--- src/rtl/loop_decrement.sv ---
// loop_decrement: hardware loop counter for the custom RISC core.
//
// Decode pushes {iteration count, loop-start address} entries onto a small
// LIFO so loops can nest. Each loop_end strobe works on the innermost (top)
// entry. If the count is above one, the count is decremented and a
// registered branch-back to the start address is issued. If the count is
// one, the entry is popped and a registered done pulse is issued.
//
// Configuration macros:
//   DATASIZE        - default DATAWIDTH (falls back to 16 when not defined)
//   LOOP_ERR_CLR_EN - adds the err_clr input, which clears the sticky error flags
//
// Ports:
//   clk, rst       - rising-edge clock, synchronous active-high reset
//   load           - push request; count_in/addr_in give the new loop
//   loop_end       - last instruction of the current loop body retired
//   err_clr        - (LOOP_ERR_CLR_EN only) clears the sticky error flags
//   taken          - registered; branch back to target_addr this cycle
//   target_addr    - registered; branch target, valid when taken=1
//   done           - registered; innermost loop completed last edge
//   zero_skip      - registered; load with count_in==0 seen last edge
//   active         - stack non-empty
//   level          - stack occupancy, 0..DEPTH
//   overflow_err   - sticky; load rejected because the stack was full
//   underflow_err  - sticky; loop_end received while the stack was empty

`ifndef DATASIZE
`define DATASIZE 16
`endif

module loop_decrement #(
    parameter int DATAWIDTH = `DATASIZE,
    parameter int DEPTH     = 4,
    parameter int PTRW      = 2
) (
    input  logic                 clk,
    input  logic                 rst,
    input  logic                 load,
    input  logic [DATAWIDTH-1:0] count_in,
    input  logic [DATAWIDTH-1:0] addr_in,
    input  logic                 loop_end,
`ifdef LOOP_ERR_CLR_EN
    input  logic                 err_clr,
`endif
    output logic                 taken,
    output logic [DATAWIDTH-1:0] target_addr,
    output logic                 done,
    output logic                 zero_skip,
    output logic                 active,
    output logic [PTRW:0]        level,
    output logic                 overflow_err,
    output logic                 underflow_err
);

    localparam logic [PTRW:0]        LVL_FULL = (PTRW+1)'(DEPTH);
    localparam logic [PTRW:0]        LVL_ONE  = (PTRW+1)'(1);
    localparam logic [PTRW-1:0]      IDX_ONE  = PTRW'(1);
    localparam logic [DATAWIDTH-1:0] CNT_ONE  = DATAWIDTH'(1);

    logic [DATAWIDTH-1:0] cnt_q  [DEPTH];
    logic [DATAWIDTH-1:0] cnt_d  [DEPTH];
    logic [DATAWIDTH-1:0] addr_q [DEPTH];
    logic [DATAWIDTH-1:0] addr_d [DEPTH];

    logic [PTRW:0]        level_q, level_d;
    logic                 taken_q, taken_d;
    logic [DATAWIDTH-1:0] target_addr_q, target_addr_d;
    logic                 done_q, done_d;
    logic                 zero_skip_q, zero_skip_d;
    logic                 overflow_err_q, overflow_err_d;
    logic                 underflow_err_q, underflow_err_d;

    logic [PTRW-1:0]      top_idx;
    logic [DATAWIDTH-1:0] top_cnt;
    logic                 le_valid;
    logic                 do_pop;
    logic                 do_dec;
    logic [PTRW:0]        level_mid;
    logic                 count_nz;
    logic                 do_push;
    logic                 ovf_event;
    logic                 unf_event;
    logic                 clr_req;

`ifdef LOOP_ERR_CLR_EN
    assign clr_req = err_clr;
`else
    assign clr_req = 1'b0;
`endif

    always_comb begin
        // When level==DEPTH the low PTRW bits wrap to 0, so minus one still
        // lands on the last slot.
        top_idx   = level_q[PTRW-1:0] - IDX_ONE;
        top_cnt   = cnt_q[top_idx];
        le_valid  = loop_end && (level_q != '0);
        // Counts of zero are never pushed; <= keeps a stray zero from
        // wrapping into a huge loop.
        do_pop    = le_valid && (top_cnt <= CNT_ONE);
        do_dec    = le_valid && !do_pop;
        unf_event = loop_end && (level_q == '0);

        // The loop_end is applied first; the load sees the post-pop stack.
        level_mid = do_pop ? (level_q - LVL_ONE) : level_q;
        count_nz  = (count_in != '0);
        do_push   = load && count_nz && (level_mid != LVL_FULL);
        ovf_event = load && count_nz && (level_mid == LVL_FULL);

        level_d   = do_push ? (level_mid + LVL_ONE) : level_mid;

        cnt_d  = cnt_q;
        addr_d = addr_q;
        if (do_dec) begin
            cnt_d[top_idx] = top_cnt - CNT_ONE;
        end
        // A decrement touches slot level-1 and a push touches slot level_mid,
        // so they never collide unless a pop freed the top slot.
        if (do_push) begin
            cnt_d[level_mid[PTRW-1:0]]  = count_in;
            addr_d[level_mid[PTRW-1:0]] = addr_in;
        end

        taken_d         = do_dec;
        target_addr_d   = do_dec ? addr_q[top_idx] : target_addr_q;
        done_d          = do_pop;
        zero_skip_d     = load && !count_nz;
        // A new error event wins over a clear in the same cycle.
        overflow_err_d  = ovf_event || (overflow_err_q && !clr_req);
        underflow_err_d = unf_event || (underflow_err_q && !clr_req);
    end

    always_ff @(posedge clk) begin
        if (rst) begin
            level_q         <= '0;
            taken_q         <= 1'b0;
            target_addr_q   <= '0;
            done_q          <= 1'b0;
            zero_skip_q     <= 1'b0;
            overflow_err_q  <= 1'b0;
            underflow_err_q <= 1'b0;
        end else begin
            level_q         <= level_d;
            taken_q         <= taken_d;
            target_addr_q   <= target_addr_d;
            done_q          <= done_d;
            zero_skip_q     <= zero_skip_d;
            overflow_err_q  <= overflow_err_d;
            underflow_err_q <= underflow_err_d;
        end
    end

    // Stack contents are don't-care after reset; level_q alone marks validity.
    always_ff @(posedge clk) begin
        cnt_q  <= cnt_d;
        addr_q <= addr_d;
    end

    assign taken         = taken_q;
    assign target_addr   = target_addr_q;
    assign done          = done_q;
    assign zero_skip     = zero_skip_q;
    assign active        = (level_q != '0);
    assign level         = level_q;
    assign overflow_err  = overflow_err_q;
    assign underflow_err = underflow_err_q;

endmodule

--- config.mk ---
export PLATFORM = sky130hd
export DESIGN_NAME = loop_decrement
export DESIGN_NICKNAME = d
export VERILOG_FILES = /design/src/rtl/loop_decrement.sv
export SDC_FILE = /design/constraint.sdc
export NUM_CORES = 1
export LEC_CHECK = 0
export CAP_MARGIN = 30
export CORE_ASPECT_RATIO = 1.1
export CORE_UTILIZATION = 43
export DETAILED_ROUTE_END_ITERATION = 8
export GPL_ROUTABILITY_DRIVEN = 0
export GPL_TIMING_DRIVEN = 0
export PLACE_DENSITY_LB_ADDON = 0.08
export SYNTH_ARGS = -nofsm -noshare
export SYNTH_HDL_FRONTEND = slang
export SYNTH_SLANG_ARGS = --single-unit
--- constraint.sdc ---
create_clock -name clk -period 4.8 [get_ports clk]
set_input_delay 0.96 -clock clk [delete_from_list [all_inputs] [get_ports clk]]
set_output_delay 0.96 -clock clk [all_outputs]
set_load 0.1 [all_outputs]
# Word level (Yosys, flattened, before mapping)
# Cells that the tools add are included.
# op_classes
add_sub_neg	4
n_lt_le_gt_ge	5
n_eq_ne	2
n_mux	17
bitwise_logic	2
reduce_logical	17
# ops
operator	count
bitwise mux 64 bit	3
two-way mux 64 bit	2
two-way mux 16 bit	6
binary-select mux 16 bit (select 2 bit)	2
demux 16 bit (select 2 bit)	2
less-or-equal comparator 16 x 1 -> 1 bit (second input constant)	1
nonzero test 16 bit	1
subtractor 16 x 1 -> 16 bit (second input constant)	1
logical AND 1 bit	10
greater-or-equal comparator 3 bit (second input constant)	2
< comparator 3 x 1 -> 1 bit (second input constant)	2
two-way mux 3 bit	2
NOT 2 -> 3 bit	2
adder 3 x 1 -> 3 bit (second input constant)	1
== test 3 bit (second input constant)	1
zero test 3 bit	1
!= test 3 bit (second input constant)	1
nonzero test 3 bit	1
subtractor 3 x 1 -> 3 bit (second input constant)	1
zero test 1 bit	2
logical OR 1 bit	2
subtractor 2 x 1 -> 2 bit (second input constant)	1
# totals
reg_bits	152
input_bits	36
output_inout_bits	25
word_cells	62

# Depth between registers and ports, before layout
# depth
ltp_word	15
mapped_depth	23
depth_no_buf	16

# Least setup slack after synthesis
# No wires, ideal clock.
# synth_timing
path_type	flip-flop to flip-flop
from	register level_q[0] (netlist: level[0])
to	register addr_q[32] (netlist bit), enable pin
setup_ns	0.364
t_arrival_ns	5.304
t_required_ns	4.436
slack_ns	-0.868
stages_incl_launch_ff	22
n_path_buf	7
period_less_slack_ns	5.668
path_cell_list	dfxtp_1 buf_6 buf_6 inv_1 ha_1 buf_2 buf_2 mux2_2 o21ai_1 ha_1 nor2_1 nor4_4 and4_1 buf_6 clkbuf_1 a21oi_1 or2_2 inv_1 ha_1 nand3_4 buf_2 inv_1
# synth_via
elab_chain_len	10
word_cells_on_any_way	13
classes_between	add/sub (2); order compare (1); eq/ne (1); mux (4); bitwise (1); reduce/logical (4)
# synth_rtl
element	line	rtl
from (decl)	65	logic [PTRW:0] level_q, level_d;
from (signal assigned)	142	level_q <= level_d;
subtractor 2 x 1 -> 2 bit	94	top_idx = level_q[PTRW-1:0] - IDX_ONE;
NOT 2 -> 3 bit (implied by the code)	95	top_cnt = cnt_q[top_idx];
binary-select mux 16 bit (select 2 bit)	95	
two-way mux 16 bit (implied by the code) (2 in a row)	95	
less-or-equal comparator 16 x 1 -> 1 bit	99	do_pop = le_valid && (top_cnt <= CNT_ONE);
logical AND 1 bit	99	
two-way mux 3 bit *	104	level_mid = do_pop ? (level_q - LVL_ONE) : level_q;
!= test 3 bit *	106	do_push = load && count_nz && (level_mid != LVL_FULL);
logical AND 1 bit *	106	
to (signal assigned)	155	addr_q <= addr_d;
to (decl)	62	logic [DATAWIDTH-1:0] addr_q [DEPTH];
# Mark *: on every way between the ends. The rest lies on a longest branch, timed or not. The select of a mux whose other input is x is not followed.
# A chain may end at the register's enable or synchronous reset.

# Worst setup path in the final report
# layout_timing
from	register level_q[0] (netlist: level[0])
to	register addr_q[46] (netlist bit), enable pin
# Same word-level chain as after synthesis.

==> results.sh <==
export IMPL_peakVddDrop_uv=281
export IMPL_worst_slew_pin_slew_ns=0.995
export IMPL_cts_tree="built"
export IMPL_hold_viol_final=0
export IMPL_reg2regPathDepth=21
export IMPL_crit_fanout=18
export IMPL_drive_gt1_share_pct=39.0
export IMPL_grt_max_degree=26
export IMPL_synth_adder_area_share_pct=1.57
export IMPL_die_w_um=125
export IMPL_yosys_area_share_simple_pct=8.36
export IMPL_fin_crit_sh_pct=95.2
export IMPL_hpwl_um=11200
export IMPL_syn_avg_cell_area_um2=14.0
export IMPL_first_pass_iters=6
export IMPL_finalInstanceArea_um2=8760
export IMPL_hold_start="target_addr[11]$_SDFFE_PP0N_"
export IMPL_drt_total_wl_um=16600
export IMPL_final_max_slew_viol_count=0
export IMPL_skew_ns=0.0121
export IMPL_synth_cells=511
export IMPL_status="finished, violations left"
export IMPL_fill_cells=1402
export IMPL_core_area_um2=16300
export IMPL_netlist_area_um2=7160
export IMPL_synthTopCellsByArea="edfxtp_1 27%, dfxtp_1 25%, mux2_2 18%, mux4_2 9.8%, nand2_1 2.4%"
export IMPL_htreeDepth=4
export IMPL_fmax_mhz=219
export IMPL_area_growth_pct=22.4
export IMPL_synthesis_nets=556
export IMPL_powerDensity_nw_per_um2=507
export IMPL_hold_end="target_addr[11]$_SDFFE_PP0N_"
export IMPL_end_kind="flop"
export IMPL_worstPathRequired_ns=4.93
export IMPL_drc=6
export IMPL_startpoint_type="flop"
export IMPL_synth_mux_area_share_pct=30.0
export IMPL_nets=643
export IMPL_insertion_delay_ns=0.43
export IMPL_placed_cell_area_um2=8040
export IMPL_max_stage_delay_ns=0.39
export IMPL_synthArstFlopShare_pct=0
export IMPL_rr_endpoint="addr_q[46]$_DFFE_PP_"
export IMPL_hold_depth=2
export IMPL_setup_viol=0
export IMPL_max_slew_margin_pct=33.5
export IMPL_cp_slowest_cell="mux2_2"
export IMPL_power_leakage_nw=3.07
export IMPL_dieArea_um2=17200
export IMPL_wl_per_cell_um=20.4
export IMPL_ctsRootBufferMaster="clkbuf_16"
export IMPL_post_drt_via_cell_ratio=5.51
export IMPL_synth_compound_area_share_pct=4.11
export IMPL_regToRegStartpoint="level[0]$_SDFF_PP0_"
export IMPL_synth_common_cells="115 x mux2_2, 88 x dfxtp_1, 64 x edfxtp_1, 46 x nand2_1, 31 x mux4_2"
export IMPL_hold_buffers=0
export IMPL_ys_types=54
export IMPL_maxCapViolCount=0
export IMPL_clock_sinks=152
export IMPL_port_buffer_count=60
export IMPL_drtIter0Drc=212
export IMPL_ant_nets=0
export IMPL_synth_edf_count=64
export IMPL_synth_seq_area_share_pct=51.5
export IMPL_antenna_found_initial=0
export IMPL_ys_seq_elements=152
export IMPL_num_vias=4483
export IMPL_grt_pass1_vias=4576
export IMPL_synth_top_family_by_area="multiplexers"
export IMPL_synth_xor_area_share_pct=1.84
export IMPL_start_util_pct=43.9
export IMPL_yosysTopAreaCell="edfxtp_1"
export IMPL_grt_overflow_total=0
export IMPL_synthDominantCellAreaShare_pct=26.9
export IMPL_numCtsBuffers=17
export IMPL_hold_class="flop to flop"
export IMPL_cp_cell_sequence="buf_8 > buf_12 > clkinvlp_4 > ha_1 > buf_8 > mux2_2 > o21ai_4 > ha_4 > nor2_1 > nor4_4 > and4_1 > buf_6 > clkbuf_4 > a21oi_1 > or2_2 > inv_1 > ha_1 > nand3_4 > buf_6 > clkinvlp_4 > buf_12"
export IMPL_rrSetupSlack_ns=0.23
export IMPL_core_rowCount=49
export IMPL_clk_path_buf_depth=2
export IMPL_yosysWarnings=0
export IMPL_grt_first_pass_wirelength_um=25600
export IMPL_ioPinCount=61
export IMPL_yosysMostFrequentCell="mux2_2"
export IMPL_grt_total_usage_pct=20.4
export IMPL_ys_flop_type="dfxtp_1"
export IMPL_die_h_um=137
export IMPL_worstPathArrival_ns=4.70
export IMPL_violations="design-rule violations"
export IMPL_cts_clk_slew_worst_paths_ns=0.07
export IMPL_total_power_mw=4.44
export IMPL_critPathKind="flop to flop"
export IMPL_min_period_ns=4.57
export IMPL_diodes=0
[area by class of cell]
| cell class | instances | area, um2 | share of cell area (%) |
|---|---|---|---|
| buffer | 24 | 186 | 2.13 |
| timing repair buffer | 69 | 706 | 8.06 |
| sequential | 152 | 3690 | 42.1 |
| tap | 204 | 255 | 2.92 |
| multi-input combinational | 324 | 3310 | 37.8 |
| clock inverter | 14 | 133 | 1.51 |
| inverter | 10 | 52.6 | 0.600 |
| clock buffer | 17 | 425 | 4.86 |
[worst max-delay path by stage]
stage	cells past startpoint	slack, ns	to	startpoint
finish	21	0.23	addr_q[46]$_DFFE_PP_	level[0]$_SDFF_PP0_
global route	21	-0.001	addr_q[46]$_DFFE_PP_	level[0]$_SDFF_PP0_
floorplan	21	0.02	addr_q[32]$_DFFE_PP_	level[0]$_SDFF_PP0_
detailed placement	20	-0.93	addr_q[26]$_DFFE_PP_	level[0]$_SDFF_PP0_
global placement	20	-0.97	addr_q[26]$_DFFE_PP_	level[0]$_SDFF_PP0_
CTS	22	0.02	addr_q[46]$_DFFE_PP_	level[0]$_SDFF_PP0_
[power breakdown]
part | total [mW] | leakage [nW] | internal, mW | switching (mW)
clock | 1.27 | 0.274 | 0.684 | 0.588
combinational | 1.42 | 1.47 | 0.725 | 0.697
sequential | 1.74 | 1.32 | 1.63 | 0.119
total | 4.44 | 3.07 | 3.03 | 1.40
[state kept, by name (all words and copies together) (netlist names)]
signal / flops
addr_q: 64
cnt_q: 64
done: 1
level: 3
taken: 1
overflow_err: 1
zero_skip: 1
underflow_err: 1
target_addr: 16
[worst max-delay path: cells and delay by family, from the launching register on]
family	cells	cell delay, ns
AOI/OAI and AO/OA	2	0.30
adders and majority gates	3	0.68
buffers and inverters	10	1.52
DFF	1	0.38
muxes	1	0.39
and+or+nand+nor	5	0.96
[per-layer routing]
layer | GRT usage [%] | wire length (um) | share of wire (%) | vias up
met4 | 7.66 | 219 | 1.3 | 0
met1 | 24.3 | 6960 | 42 | 2266
met2 | 37.1 | 8800 | 53 | 86
met5 | 0 | 0 | 0 | -
met3 | 3.50 | 587 | 3.5 | 19
li1 | - | - | - | 2112
[cell usage in the layout, fill, tap and decap left out, types with 9 or more instances in the layout]
cell / Yosys / layout
mux2_2: 115 / 115
dfxtp_1: 88 / 86
edfxtp_1: 64 / 64
clkdlybuf4s50_1: 0 / 60
nand2_1: 46 / 46
mux4_2: 31 / 31
a21oi_1: 20 / 20
clkbuf_16: 0 / 17
xnor2_1: 12 / 12
nor2_1: 9 / 9
mux2_4: 9 / 9
[kinds of logic (layout without fill, tap and decap cells)]
group / Yosys count / after routing
buffers and inverters: 35 / 134
and+or+nand+nor: 101 / 101
DFF: 152 / 152
xor gates and xnor gates: 15 / 15
muxes: 157 / 157
adders and majority gates: 9 / 9
AOI/OAI and AO/OA: 42 / 42
[per-stage QoR]
stage | TNS [ns] | cells | utilization (%) | worst slack [ns] | hold slack [ns]
6_report | 0 | 814 | 53.7 | 0.230 | 0.461
5_1_grt | -0.00243 | 814 | 53.7 | -0.00126 | 0.483
4_1_cts | 0 | 814 | 53.6 | 0.0166 | 0.464
3_5_place_dp | -58.72 | 776 | 49.3 | -0.927 | 0.451
3_3_place_gp | -57.85 | 775 | 49.3 | -0.975 | 0.447
2_1_floorplan | 0 | 511 | - | 0.0182 | 0.554
[repair_timing]
item / in CTS / in global routing
cloned: 0 / 0
setup endpoints to repair: 117 / 78
buffers inserted: 7 / 1
pin swaps: 1 / 1
gates resized for setup: 15 / 2
(Power assumes the default switching activity.)
